==> src/rtl/lcd_hd44780_ctrl.sv <==
// HD44780 4-bit write-only sequencer: runs the power-on nibble init, then
// splits accepted command/data bytes into two timed E strobes plus an execution wait.
module lcd_hd44780_ctrl #(
    parameter int T_SETUP = 4,
    parameter int T_EPW   = 12,
    parameter int T_HOLD  = 4,
    parameter int T_CMD   = 1000,
    parameter int T_LONG  = 45000,
    parameter int T_PWRUP = 1100000,
    parameter int T_INIT1 = 111000,
    parameter int T_INIT2 = 2700
) (
    input  logic       sys_clk,
    input  logic       rst_n,
    input  logic       req_valid,
    output logic       req_ready,
    input  logic       req_rs,
    input  logic [7:0] req_data,
    input  logic       req_long,
    output logic       init_done,
    output logic       lcd_e,
    output logic       lcd_rw,
    output logic       lcd_rs,
    output logic [3:0] lcd_db
);

    function automatic int max_of(input int a, input int b);
        return (a > b) ? a : b;
    endfunction

    localparam int T_MAX = max_of(max_of(max_of(T_SETUP, T_EPW), max_of(T_HOLD, T_CMD)),
                                  max_of(max_of(T_LONG, T_PWRUP), max_of(T_INIT1, T_INIT2)));
    localparam int CNT_W = $clog2(T_MAX) + 1;

    // The counter is loaded with N-1 on entry so a state lasts exactly N cycles.
    function automatic logic [CNT_W-1:0] ld_val(input int t);
        return CNT_W'(t - 1);
    endfunction

    typedef enum logic [2:0] {
        ST_PWRUP,
        ST_SETUP,
        ST_EHIGH,
        ST_HOLD,
        ST_WAIT,
        ST_IDLE
    } state_t;

    state_t           state_q, state_d;
    logic [CNT_W-1:0] cnt_q, cnt_d;
    logic [1:0]       step_q, step_d;
    logic             lat_rs_q, lat_rs_d;
    logic [7:0]       lat_data_q, lat_data_d;
    logic             lat_long_q, lat_long_d;
    logic             lcd_e_q, lcd_e_d;
    logic             lcd_rs_q, lcd_rs_d;
    logic [3:0]       lcd_db_q, lcd_db_d;
    logic             req_ready_q, req_ready_d;
    logic             init_done_q, init_done_d;

    always_ff @(posedge sys_clk or negedge rst_n) begin
        if (!rst_n) begin
            state_q     <= ST_PWRUP;
            cnt_q       <= ld_val(T_PWRUP);
            step_q      <= '0;
            lat_rs_q    <= 1'b0;
            lat_data_q  <= '0;
            lat_long_q  <= 1'b0;
            lcd_e_q     <= 1'b0;
            lcd_rs_q    <= 1'b0;
            lcd_db_q    <= '0;
            req_ready_q <= 1'b0;
            init_done_q <= 1'b0;
        end else begin
            state_q     <= state_d;
            cnt_q       <= cnt_d;
            step_q      <= step_d;
            lat_rs_q    <= lat_rs_d;
            lat_data_q  <= lat_data_d;
            lat_long_q  <= lat_long_d;
            lcd_e_q     <= lcd_e_d;
            lcd_rs_q    <= lcd_rs_d;
            lcd_db_q    <= lcd_db_d;
            req_ready_q <= req_ready_d;
            init_done_q <= init_done_d;
        end
    end

    // step_q counts init nibbles 0..3 before init_done, and high/low nibble after.
    always_comb begin
        state_d    = state_q;
        cnt_d      = (cnt_q != '0) ? cnt_q - CNT_W'(1) : cnt_q;
        step_d     = step_q;
        lat_rs_d   = lat_rs_q;
        lat_data_d = lat_data_q;
        lat_long_d = lat_long_q;
        lcd_rs_d   = lcd_rs_q;
        lcd_db_d   = lcd_db_q;

        case (state_q)
            ST_PWRUP: begin
                if (cnt_q == '0) begin
                    state_d = ST_SETUP;
                    cnt_d   = ld_val(T_SETUP);
                    step_d  = 2'd0;
                end
            end
            ST_SETUP: begin
                if (cnt_q == '0) begin
                    state_d = ST_EHIGH;
                    cnt_d   = ld_val(T_EPW);
                end
            end
            ST_EHIGH: begin
                if (cnt_q == '0) begin
                    state_d = ST_HOLD;
                    cnt_d   = ld_val(T_HOLD);
                end
            end
            ST_HOLD: begin
                if (cnt_q == '0) begin
                    if (init_done_q) begin
                        if (step_q == 2'd0) begin
                            state_d = ST_SETUP;
                            cnt_d   = ld_val(T_SETUP);
                            step_d  = 2'd1;
                        end else begin
                            state_d = ST_WAIT;
                            cnt_d   = lat_long_q ? ld_val(T_LONG) : ld_val(T_CMD);
                        end
                    end else begin
                        state_d = ST_WAIT;
                        case (step_q)
                            2'd0:    cnt_d = ld_val(T_INIT1);
                            2'd1:    cnt_d = ld_val(T_INIT2);
                            default: cnt_d = ld_val(T_CMD);
                        endcase
                    end
                end
            end
            ST_WAIT: begin
                if (cnt_q == '0) begin
                    if (init_done_q || step_q == 2'd3) begin
                        state_d = ST_IDLE;
                    end else begin
                        state_d = ST_SETUP;
                        cnt_d   = ld_val(T_SETUP);
                        step_d  = step_q + 2'd1;
                    end
                end
            end
            ST_IDLE: begin
                if (req_valid) begin
                    state_d    = ST_SETUP;
                    cnt_d      = ld_val(T_SETUP);
                    step_d     = 2'd0;
                    lat_rs_d   = req_rs;
                    lat_data_d = req_data;
                    lat_long_d = req_long;
                end
            end
            default: begin
                state_d = ST_PWRUP;
                cnt_d   = ld_val(T_PWRUP);
            end
        endcase

        // RS/DB only change on SETUP entry; they hold through WAIT and IDLE.
        if (state_d == ST_SETUP && state_q != ST_SETUP) begin
            if (!init_done_q) begin
                lcd_rs_d = 1'b0;
                lcd_db_d = (step_d == 2'd3) ? 4'h2 : 4'h3;
            end else begin
                lcd_rs_d = lat_rs_d;
                lcd_db_d = (step_d == 2'd0) ? lat_data_d[7:4] : lat_data_d[3:0];
            end
        end

        lcd_e_d     = (state_d == ST_EHIGH);
        req_ready_d = (state_d == ST_IDLE);
        init_done_d = init_done_q | (state_d == ST_IDLE);
    end

    assign req_ready = req_ready_q;
    assign init_done = init_done_q;
    assign lcd_e     = lcd_e_q;
    assign lcd_rw    = 1'b0;
    assign lcd_rs    = lcd_rs_q;
    assign lcd_db    = lcd_db_q;

endmodule

==> config.mk <==
export PLATFORM = sky130hd
export DESIGN_NAME = lcd_hd44780_ctrl
export DESIGN_NICKNAME = d
export VERILOG_FILES = /design/src/rtl/lcd_hd44780_ctrl.sv
export SDC_FILE = /design/constraint.sdc
export NUM_CORES = 1
export LEC_CHECK = 0
export ABC_AREA = 1
export BUFFER_PORTS_ARGS = -buffer_cell sky130_fd_sc_hd__buf_4
export CORE_MARGIN = 2
export CORE_UTILIZATION = 50
export CTS_CLUSTER_DIAMETER = 30
export DETAILED_ROUTE_END_ITERATION = 10
export GPL_TIMING_DRIVEN = 0
export PLACE_DENSITY = 0.73
export SYNTH_ARGS = -nofsm -noshare
export SYNTH_HDL_FRONTEND = slang
export SYNTH_SLANG_ARGS = --single-unit
==> constraint.sdc <==
create_clock -name sys_clk -period 1.88 [get_ports sys_clk]
set_input_delay 0.094 -clock sys_clk [delete_from_list [all_inputs] [get_ports sys_clk]]
set_output_delay 0.094 -clock sys_clk [all_outputs]
set_load 0.01 [all_outputs]
==> results of run 1 <==
-- worst max-delay path, delay by kind of cell, from the launching register on --
kind	cells	cell delay (ps)
AND/OR/NAND/NOR	8	1000
flip-flops	1	450
buffers and inverters	3	310
AO/OA/AOI/OAI	2	200
-- cells by family after synthesis --
family | count (synthesis)
AO/OA/AOI/OAI | 51
AND/OR/NAND/NOR | 182
flip-flops | 45
adder cells (fa/ha/maj) | 9
buffers and inverters | 59
XOR/XNOR | 17
multiplexers | 1
other | 1
-- metrics by stage --
step	hold slack [ps]	utilization (%)	total power, mW	std cells	setup TNS [ps]
floorplan	-202	-	0.990	365	0
global placement	132	55.8	1.03	457	-3640
detailed placement	136	55.8	1.03	457	-4490
CTS	3.52	64.6	1.90	489	-790
global route	19.3	69.8	1.95	503	-3780
finish	9.49	69.8	1.89	503	-1360
-- routing by layer --
layer  vias up  routed length, µm
li1       1292                  -
met1      1288               3250
met2        92               3670
met3        20                353
met4         0                227
met5         -                  0
-- final timing paths --
kind	to	depth (start not counted)
max in group asynchronous	lcd_rs$_DFFE_PN0P_	2
min in group asynchronous	cnt_q[8]$_DFF_PN0_	2
worst max register to register	lcd_db[1]$_DFFE_PN0P_	13
worst min-delay path	lat_data_q[7]$_DFF_PN0_	3
worst max-delay path	lcd_db[1]$_DFFE_PN0P_	13
worst min register to register	lat_data_q[6]$_DFF_PN0_	2
-- synthesized netlist by cell type (all sizes together) --
cell / instances
a21oi: 14
a22oi: 2
a31oi: 1
and2: 1
and3: 1
buf: 3
clkbuf: 4
conb: 1
dfrtp: 34
dfstp: 11
ha: 9
inv: 52
mux2: 1
nand2: 89
nand3: 20
nand4: 7
nor2: 49
nor3: 7
nor4: 2
o2111ai: 1
o211ai: 1
o21ai: 24
o21bai: 1
o221ai: 1
o22ai: 2
o311ai: 2
o31a: 1
o31ai: 1
or2: 6
xnor2: 3
xor2: 14
-- cell type report --
| type | count | area [µm²] | area share, % |
|---|---|---|---|
| Buffer | 6 | 43.8 | 1.15 |
| Clock buffer | 5 | 68.8 | 1.80 |
| Clock inverter | 3 | 65.1 | 1.70 |
| Inverter | 52 | 205 | 5.37 |
| Multi-Input combinational cell | 261 | 1720 | 45.1 |
| Sequential cell | 45 | 1140 | 29.8 |
| Tap cell | 72 | 90.1 | 2.36 |
| Timing Repair Buffer | 59 | 485 | 12.7 |
-- what timing repair did --
| action | in CTS | in global routing |
|---|---|---|
| pin swaps | 20 | 26 |
| cloned | 1 | 0 |
| resized for setup | 40 | 61 |
| buffers inserted | 21 | 15 |
| hold endpoints to repair | 36 | 0 |
| setup endpoints to repair | 29 | 34 |
| hold buffers | 3 | 0 |
-- report_power, final --
group	switching [mW]	internal, mW
clock network	0.346	0.528
logic	0.0246	0.0211
registers	0	0.968
-- sequential cells by signal, indices dropped and copies added (netlist names) --
| register | cells |
|---|---|
| lcd_db | 4 |
| lcd_e | 1 |
| state_q | 3 |
| init_done | 1 |
| req_ready | 1 |
| step_q | 2 |
| lat_long_q | 1 |
| lcd_rs | 1 |
| lat_data_q | 8 |
| cnt_q | 22 |
| lat_rs_q | 1 |
==> summary.md, run 1 <==
| Metric | Value |
|---|---|
| # nets final | 452 |
| Area post-placement | 3060 µm² |
| Power density cells | between 400 and 500 nW/µm² |
| Yosys warns | 0 |
| Tmin final | 2040 ps |
| Total Wirelength | 7500 µm |
| H-Tree Level Count | 2 |
| Die Area | 6220 µm² |
| Clock Sinks | 45 |
| Final Slew Violations | 0 |
| Vert. Die Dim | 78.9 µm |
| Pre-Repair DR Iteration Count | 4 |
| GRT Total Usage | 24.3% |
| # setup viols final | 17 |
| GRT met2 Usage | 40.7% |
| Synth Cell Area | 2800 µm² |
| Worst-case clock skew | 5.15 ps |
| Syn avg cell area | around 7.7 µm² |
| Site Rows | 27 |
| Clk slew on worst S/H paths | 90 ps |
| Commonest non-fill, non-tap cell in the layout | nand2_1 |
| Fmax | 491 MHz |
| Synthesis-to-layout area growth | 36.3% |
| Max stage delay on crit path | between 400 and 500 ps |
| Met3 usage in global routing | under 10% |
| Share of the synthesized area in the top cell type | a little under a third |
| Sequential area share after synthesis | 40.7% |
| Clock Tree Buf Depth | 2 |
| Worst Hold Class | input pin to flop |
| Setup WS pre-CTS | -281 ps |
| Core Box Area | 5470 µm² |
| Crit-path max FO | 4 |
| DRT iter0 DRCs | about 180 |
| Skew-Pair Late Insertion Delay | 300 ps |
| Post-DP HPWL | 4690 µm |
| Vias/cell | 5.35 |
| Synth Area in Compound Gates | 10.9% |
| Failing checks | negative setup slack |
| Num CTS Buffers | 5 |
| Root Driver | clkbuf_8 |
| Initial antenna violation count | 0 |
| Total number of vias | about 2700 |
| Commonest non-fill, non-tap cells in the layout | nand2_1 (69), buf_4 (53), inv_1 (38) |
| Worst slew margin | 61.7% |
| Status | complete, but fails checks |
| # fillers | 407 |
| Final Cycle Share | 108% |
| Detailed-route wire length per cell | 14.9 µm |
| Synth top area cells | dfrtp_1 (30%), nand2_1 (11%), dfstp_2 (10%), inv_1 (6.2%), nor2_1 (5.6%) |
| Synth area leader | dfrtp_1 |
| I/O Pins | 22 |
| Leak Pwr | 1.87 nW |
| Vias in the first global route | 2598 |
| CP arrival | 2290 ps |
| Synth Area in Simple Gates | 30.3% |
| Setup ws final | -156 ps |
| Routability cong. | 0.934 |
| Distinct cells, synth | 45 |
| CP cell instances | nor2_4 > nand2_2 > nor2_4 > nand3_4 > buf_16 > a21oi_4 > nand3_4 > nand2_4 > buf_4 > nand4_1 > nand3_2 > o21ai_2 > inv_1 |
| GRT met1 Usage | 30.8% |
| Crit Path Category | flop to flop |
| Die Wd | 78.9 µm |
| Mapped Cells | approximately 370 |
| Crit end category | flop |
| Diodes inserted | 0 |
| CTS tree | yes |
| CP Launch Type | flop |
| XOR/XNOR share of the synthesized area | around 5.3% |
| Worst setup startpoint | cnt_q[13]$_DFF_PN0_ |
| # DRC | 0 |
| Total global routing overflow | 0 |
| Mux contribution to synthesized area | 0.402% |
| Worst IR drop on VDD | 0.000471 V |
| Max cap viols | 0 |
| Global-route wire length before repair | 11800 µm |
| Fin. Hold Viols | 0 |
| Worst endpoint required time | ~2100 ps |
| Initial core utilization | slightly above 50% |
| Hold Crit Start | req_data[7] |
| Layout cells sized above 1 | 38.1% |
| Synth Area in Adders | under 10% |
| Design Area, Final | around 3800 µm² |
| Synthesized flop and latch total | 45 |
| CP max-delay cell | dfrtp_1 |
| RSZ-0062 raised after global routing | true |
| Syn Nets | 387 |
| Worst r2r src | cnt_q[13]$_DFF_PN0_ |
| Largest family of logic cells by synthesized area | simple AND/OR/NAND/NOR gates |
| Final ANT Viol Nets | 0 |
| R2R Setup Slk | -160 ps |
| Top Usage Layer GRT | met2 |
| IO Port Bufs | 20 |
| Largest net degree at the start of global routing | 46 |
| Slew @ Worst Pin | 574 ps |
(Power assumes the default switching activity.)
==> run 2, diff against run 1 <==
--- a/config.mk
+++ b/config.mk
@@ -12,7 +12,7 @@
 export CTS_CLUSTER_DIAMETER = 30
 export DETAILED_ROUTE_END_ITERATION = 10
 export GPL_TIMING_DRIVEN = 0
-export PLACE_DENSITY = 0.73
+export PLACE_DENSITY = 0.7
 export SYNTH_ARGS = -nofsm -noshare
 export SYNTH_HDL_FRONTEND = slang
 export SYNTH_SLANG_ARGS = --single-unit
==> constraint.sdc (replaced) <==
create_clock -name sys_clk -period 2.1 [get_ports sys_clk]
set_input_delay 0.105 -clock sys_clk [delete_from_list [all_inputs] [get_ports sys_clk]]
set_output_delay 0.105 -clock sys_clk [all_outputs]
set_load 0.01 [all_outputs]
==> run 2 against run 1 <==
Net effect: the flow now finishes without violations; combinational power down 18%; clock power down 36%; via count down 7.8%; first-iteration DRC count down 48%; design area down 11%; core utilization down 7.6 points; clock-buffer cell count unchanged; final cell count down 4.6%; critical endpoint unchanged.
==> summary.md, run 2 (synthesized netlist as in run 1, its figures left out) <==
| Metric | Value |
|---|---|
| Clock Tree Buf Depth | 2 (unchanged) |
| RSZ-0062 raised after global routing | true (unchanged) |
| # setup viols final | 0 (was 17) |
| Vias/cell | 5.17 (was 5.35) |
| Reg power frac | 59.2% (was 51.3%) |
| Crit Path Category | flop to flop (unchanged) |
| Layout cells sized above 1 | 27.7% (was 38.1%) |
| Worst endpoint required time | 2310 ps (was 2130 ps) |
| Status | completed (was complete, but fails checks) |
| Min Hold Slack | 3.00 ps (was 9.49 ps) |
| Top layer in use | met4 (unchanged) |
| Pre-Repair DR Iteration Count | 4 (unchanged) |
| Clock power share | 38.2% (was 46.3%) |
| Comb pwr share | 2.5% (was 2.4%) |
| Commonest non-fill, non-tap cell in the layout | nand2_1 (unchanged) |
| Max cap viols | 0 (unchanged) |
| Crit end category | flop (unchanged) |
| Max FFs per register | 22 (unchanged) |
| Root Driver | clkbuf_8 (unchanged) |
| Final ANT Viol Nets | 0 (unchanged) |
| Slew @ Worst Pin | 574 ps (about the same) |
| Leak Pwr | 1.67 nW (was 1.87 nW) |
| Num CTS Buffers | 5 (unchanged) |
| Largest net degree at the start of global routing | 46 (unchanged) |
| Internal power | 1.12 mW (was 1.52 mW) |
| CTS tree | yes (unchanged) |
| Vias in the first global route | 2335 (was 2598) |
| Metal2 WL | 3270 µm (was 3670 µm) |
| Total Wirelength | 6760 µm (was 7500 µm) |
| CP Launch Type | flop (unchanged) |
| DRT iter0 DRCs | 92 (was 177) |
| Top reg by flops | cnt_q (unchanged) |
| Commonest non-fill, non-tap cells in the layout | nand2_1 (80), inv_1 (43), nor2_1 (36) (was nand2_1 (69), buf_4 (53), inv_1 (38)) |
| Tot Pwr | 1.46 mW (was 1.89 mW) |
| Setup ws final | 57.9 ps (was -156 ps) |
| Fmax | 490 MHz (was 491 MHz) |
| Placed cells | 457 (unchanged) |
| Skew-Pair Late Insertion Delay | 310 ps (was 300 ps) |
| Vert. Die Dim | 78.9 µm (unchanged) |
| Area post-placement | 3040 µm² (was 3060 µm²) |
| Post-route setup TNS | 0 ps (was -1360 ps) |
| Worst slew margin | 61.7% (about the same) |
| IO Port Bufs | 20 (unchanged) |
| Die Area | 6220 µm² (unchanged) |
| Routability cong. | 0.846 (was 0.934) |
| Fin cells | 480 (was 503) |
| Fin. Hold Viols | 0 (unchanged) |
| Total global routing overflow | 0 (unchanged) |
| Die Wd | 78.9 µm (unchanged) |
| CP arrival | 2250 ps (was 2290 ps) |
| Switching share of power | 23.7% (was 19.6%) |
| Final Cycle Share | 97.2% (was 108%) |
| Setup WS pre-CTS | -97.1 ps (was -281 ps) |
| Metal3 WL | 294 µm (was 353 µm) |
| Post-DP HPWL | 4730 µm (was 4690 µm) |
| Final Util | 62.2% (was 69.8%) |
| Detailed-route wire length per cell | 14.1 µm (was 14.9 µm) |
| # DRC | 0 (unchanged) |
| H-Tree Level Count | 2 (unchanged) |
| Total number of vias | 2483 (was 2692) |
| Synthesis-to-layout area growth | 21.5% (was 36.3%) |
| GRT Total Usage | 22.4% (was 24.3%) |
| Worst IR drop on VDD | 0.000381 V (was 0.000471 V) |
| Tmin final | 2040 ps (about the same) |
| Final Slew Violations | 0 (unchanged) |
| Initial core utilization | 51.2% (unchanged) |
| Initial antenna violation count | 0 (unchanged) |
| Clock Sinks | 45 (unchanged) |
| Core Box Area | 5470 µm² (unchanged) |
| Met1 wire length | 3100 µm (was 3250 µm) |
| Clk slew on worst S/H paths | 100 ps (was 90 ps) |
| Power density cells | 430 nW/µm² (was 494 nW/µm²) |
| Design Area, Final | 3410 µm² (was 3820 µm²) |
| Worst-case clock skew | 8.50 ps (was 5.15 ps) |
| I/O Pins | 22 (unchanged) |
| Site Rows | 27 (unchanged) |
| # nets final | 429 (was 452) |
| Diodes inserted | 0 (unchanged) |
| Crit-path max FO | 6 (was 4) |
| Psw | 0.347 mW (was 0.370 mW) |
| Worst Hold Class | input pin to flop (unchanged) |
| Global-route wire length before repair | 11000 µm (was 11800 µm) |
[run 2: layout make-up]
class | instances | area [µm²]
sequential | 45 | 1140
inverter | 52 | 200
timing repair buffer | 35 | 273
multi-input combinational | 261 | 1570
tap | 72 | 90.1
fill | 488 | 2070
clock inverter | 3 | 22.5
clock buffer | 5 | 68.8
buffer | 7 | 41.3
[run 2: per-layer routing]
metal	GRT usage, %	up-vias
li1	-	1252
met1	29.8	1165
met2	37.6	57
met3	4.09	9
met4	6.38	0
met5	0	-
[run 2: what timing repair did]
item	CTS	global route
setup endpoints to repair	10	22
gates resized for setup	6	41
buffers inserted	5	8
endpoints found under the hold margin	34	0
hold buffers	1	0
cloned	1	0
pin swaps	2	14
[run 2: path summary, 6_finish.rpt]
path | start | end | slack, ps | depth (start not counted)
min | req_long | lat_long_q$_DFFE_PN0P_ | 3 | 3
max in group asynchronous | rst_n | lcd_rs$_DFFE_PN0P_ | 1370 | 2
min reg2reg | lat_data_q[6]$_DFF_PN0_ | lat_data_q[6]$_DFF_PN0_ | 490 | 2
max reg2reg | cnt_q[10]$_DFF_PN0_ | lcd_db[1]$_DFFE_PN0P_ | 60 | 13
min in group asynchronous | rst_n | lat_data_q[4]$_DFF_PN0_ | 340 | 2
max | cnt_q[10]$_DFF_PN0_ | lcd_db[1]$_DFFE_PN0P_ | 60 | 13
[run 2: worst max-delay path, cell delays in order, from the launching register on]
cell,delay [ps]
dfrtp_1,410
nor2_1,160
nand2_2,100
nor2_4,220
nand3_4,120
buf_6,150
a21oi_4,170
nand3_4,120
nand2_4,110
nand3_4,110
nand2_1,80
nand3_1,70
o21ai_1,80
inv_1,40
[run 2: power groups by stage]
stage / Clock, mW / Sequential (mW) / Combinational (mW)
floorplan: 0 / 0.883 / 0.00250
global placement: 0 / 0.883 / 0.0378
detailed placement: 0 / 0.883 / 0.0374
CTS: 0.570 / 0.867 / 0.0387
global route: 0.593 / 0.867 / 0.0432
finish: 0.560 / 0.867 / 0.0373
==> run 3, diff against run 2 <==
==> constraint.sdc (replaced) <==
create_clock -name sys_clk -period 2 [get_ports sys_clk]
set_input_delay 0.1 -clock sys_clk [delete_from_list [all_inputs] [get_ports sys_clk]]
set_output_delay 0.1 -clock sys_clk [all_outputs]
set_load 0.01 [all_outputs]
==> run 3 against run 2 <==
Net effect: sequential share of layout area is 1.8 points lower; the flow now finishes with violations (negative setup slack); clock-buffer cell count stayed put; non-clock buffer count is 20 higher; setup slack worse by 110 ps; sequential cell count stayed put; die area stayed put; global-route usage is 1.0 points higher; clock power is 4.5% higher; via count is 5.4% higher; register-to-register slack worse by 110 ps; combinational power is 14% higher; largest power group unchanged.
==> summary.md, run 3 (synthesized netlist as in run 1, its figures left out) <==
| Metric | Value |
|---|---|
| Largest net degree at the start of global routing | 46 (unchanged) |
| Worst r2r src | cnt_q[12]$_DFF_PN0_ (was cnt_q[10]$_DFF_PN0_) |
| Power density cells | 427 nW/µm² (was 430 nW/µm²) |
| Fin. Hold Viols | 0 (unchanged) |
| Initial core utilization | 51.2% (unchanged) |
| Metal2 WL | 3500 µm (was 3270 µm) |
| CP cell instances | nor2_2 > nand2_2 > nor2_4 > buf_4 > nand3_4 > ha_1 > o311ai_0 > o2111ai_1 (was nor2_1 > nand2_2 > nor2_4 > nand3_4 > buf_6 > a21oi_4 > nand3_4 > nand2_4 > nand3_4 > nand2_1 > nand3_1 > o21ai_1 > inv_1) |
| Core Box Area | 5470 µm² (unchanged) |
| Top reg by flops | cnt_q (unchanged) |
| Pre-Repair DR Iteration Count | 4 (unchanged) |
| Worst Hold Class | input pin to flop (unchanged) |
| # setup viols final | 4 (was 0) |
| Detailed-route wire length per cell | 14.4 µm (was 14.1 µm) |
| Final Util | 65.8% (was 62.2%) |
| Reg2reg end | cnt_q[0]$_DFF_PN1_ (was lcd_db[1]$_DFFE_PN0P_) |
| Leak Pwr | 1.78 nW (was 1.67 nW) |
| Clk slew on worst S/H paths | 100 ps (about the same) |
| Tmin final | 2050 ps (was 2040 ps) |
| Final Slew Violations | 0 (unchanged) |
| H-Tree Level Count | 2 (unchanged) |
| Top layer in use | met4 (unchanged) |
| Met1 wire length | 3140 µm (was 3100 µm) |
| Commonest non-fill, non-tap cell in the layout | nand2_1 (unchanged) |
| Commonest non-fill, non-tap cells in the layout | nand2_1 (76), buf_4 (52), inv_1 (42) (was nand2_1 (80), inv_1 (43), nor2_1 (36)) |
| Worst-case clock skew | 7.81 ps (was 8.50 ps) |
| Area post-placement | 3040 µm² (unchanged) |
| # nets final | 449 (was 429) |
| Initial antenna violation count | 0 (unchanged) |
| Synthesis-to-layout area growth | 28.5% (was 21.5%) |
| Crit end category | flop (unchanged) |
| Metal3 WL | 397 µm (was 294 µm) |
| Setup ws final | -50.8 ps (was 57.9 ps) |
| Global-route wire length before repair | 11500 µm (was 11000 µm) |
| WP buf/inv | 1 (was 2) |
| Design Area, Final | 3600 µm² (was 3410 µm²) |
| IO Port Bufs | 20 (unchanged) |
| Total Wirelength | 7220 µm (was 6760 µm) |
| RSZ-0062 raised after global routing | true (unchanged) |
| Total number of vias | 2618 (was 2483) |
| Fmax | 488 MHz (was 490 MHz) |
| Max FFs per register | 22 (unchanged) |
| GRT Total Usage | 23.4% (was 22.4%) |
| Root Driver | clkbuf_8 (unchanged) |
| Num CTS Buffers | 5 (unchanged) |
| Routability cong. | 0.846 (unchanged) |
| CP max-delay cell | dfrtp_1 (unchanged) |
| I/O Pins | 22 (unchanged) |
| Crit Path Category | flop to flop (unchanged) |
| Worst slew margin | 61.6% (was 61.7%) |
| R2R Setup Slk | -50 ps (was 60 ps) |
| Failing checks | negative setup slack |
| Levels on crit path | 8 (was 13) |
| Clock Tree Buf Depth | 2 (unchanged) |
| Worst R2R Path Depth | 8 (was 13) |
| Crit path to | cnt_q[0]$_DFF_PN1_ (was lcd_db[1]$_DFFE_PN0P_) |
| Status | complete, but fails checks (was completed) |
| Final Cycle Share | 103% (was 97.2%) |
| Die Area | 6220 µm² (unchanged) |
| Skew-Pair Late Insertion Delay | 300 ps (was 310 ps) |
| Die Wd | 78.9 µm (unchanged) |
| Vert. Die Dim | 78.9 µm (unchanged) |
| Slew @ Worst Pin | 576 ps (was 574 ps) |
| Max cap viols | 0 (unchanged) |
| CP arrival | 2260 ps (was 2250 ps) |
| DRT iter0 DRCs | 174 (was 92) |
| Vias in the first global route | 2472 (was 2335) |
| Post-route setup TNS | -85.5 ps (was 0 ps) |
| Max stage delay on crit path | 420 ps (was 410 ps) |
| Worst endpoint required time | 2200 ps (was 2310 ps) |
| Diodes inserted | 0 (unchanged) |
| Layout cells sized above 1 | 32.9% (was 27.7%) |
| Final ANT Viol Nets | 0 (unchanged) |
| Worst IR drop on VDD | 0.000396 V (was 0.000381 V) |
| # DRC | 0 (unchanged) |
| Clock Sinks | 45 (unchanged) |
| Site Rows | 27 (unchanged) |
| Total global routing overflow | 0 (unchanged) |
| CP delay by family, top | simple AND/OR/NAND/NOR gates (unchanged) |
| Worst setup startpoint | cnt_q[12]$_DFF_PN0_ (was cnt_q[10]$_DFF_PN0_) |
| Crit-path max FO | 9 (was 6) |
| CTS tree | yes (unchanged) |
| Vias/cell | 5.24 (was 5.17) |
| CP Launch Type | flop (unchanged) |
| Post-DP HPWL | 4730 µm (unchanged) |
[run 3: cell types whose count changed in the layout (fill, tap and decap cells not counted), moves of 2 or more]
| cell | delta |
|---|---|
| nand3_1 | -2 |
| buf_4 | +19 |
| nor2_1 | -2 |
| dlygate4sd3_1 | +2 |
| nand2_2 | +3 |
| nand3_2 | +2 |
| nor2_2 | +2 |
| nand2_1 | -4 |
| inv_4 | +2 |
[run 3: stage by stage]
stage | setup slack (ps) | hold WS, ps | instances | total power [mW]
final | -50.8 | 7.03 | 500 | 1.54
after global routing | -158 | 18.2 | 500 | 1.58
after CTS | 4.21 | 1.69 | 485 | 1.55
after detailed placement | -197 | 144 | 457 | 0.967
after global placement | -166 | 142 | 457 | 0.967
after floorplan | 100 | -196 | 365 | 0.930
[run 3: worst min-delay path by stage]
stage	startpoint	end	depth (start not counted)
after detailed placement	rst_n	cnt_q[8]$_DFF_PN0_	1
final	req_data[6]	lat_data_q[6]$_DFF_PN0_	3
after global routing	req_data[1]	lat_data_q[1]$_DFF_PN0_	3
after global placement	rst_n	cnt_q[9]$_DFF_PN0_	1
after floorplan	rst_n	cnt_q[10]$_DFF_PN0_	0
after CTS	req_data[6]	lat_data_q[6]$_DFF_PN0_	3
[run 3: power by group]
group	leakage (nW)	total (mW)	switching (mW)	internal [mW]
sequential	0.542	0.910	0	0.910
clock	0.0364	0.585	0.340	0.246
combinational	1.20	0.0424	0.0226	0.0198
total	1.78	1.54	0.362	1.18
[run 3: cell type report]
class	instances	area, µm²
fill	466	1870
multi-input combinational	261	1620
sequential	45	1140
timing repair buffer	55	424
inverter	52	200
tap	72	90.1
clock buffer	5	68.8
buffer	7	40.0
clock inverter	3	22.5
[run 3: per-layer routing]
layer	vias to the layer above	GRT usage [%]
met3	18	4.20
met1	1221	30.6
met5	-	0
met2	90	39.1
met4	0	8.10
li1	1289	-
[run 3: repair_timing]
item | in CTS | in global routing
pin swaps | 10 | 21
hold buffers | 3 | 0
endpoints found under the hold margin | 36 | 0
gates cloned | 1 | 0
endpoints found under the setup margin | 22 | 26
resized for setup | 19 | 38
buffers inserted | 16 | 15
[run 3: worst reg2reg max path, cell delays in order, from the launching register on]
cell	delay, ps
dfrtp_1	420
nor2_2	150
nand2_2	90
nor2_4	190
buf_4	160
nand3_4	160
ha_1	330
o311ai_0	310
o2111ai_1	150
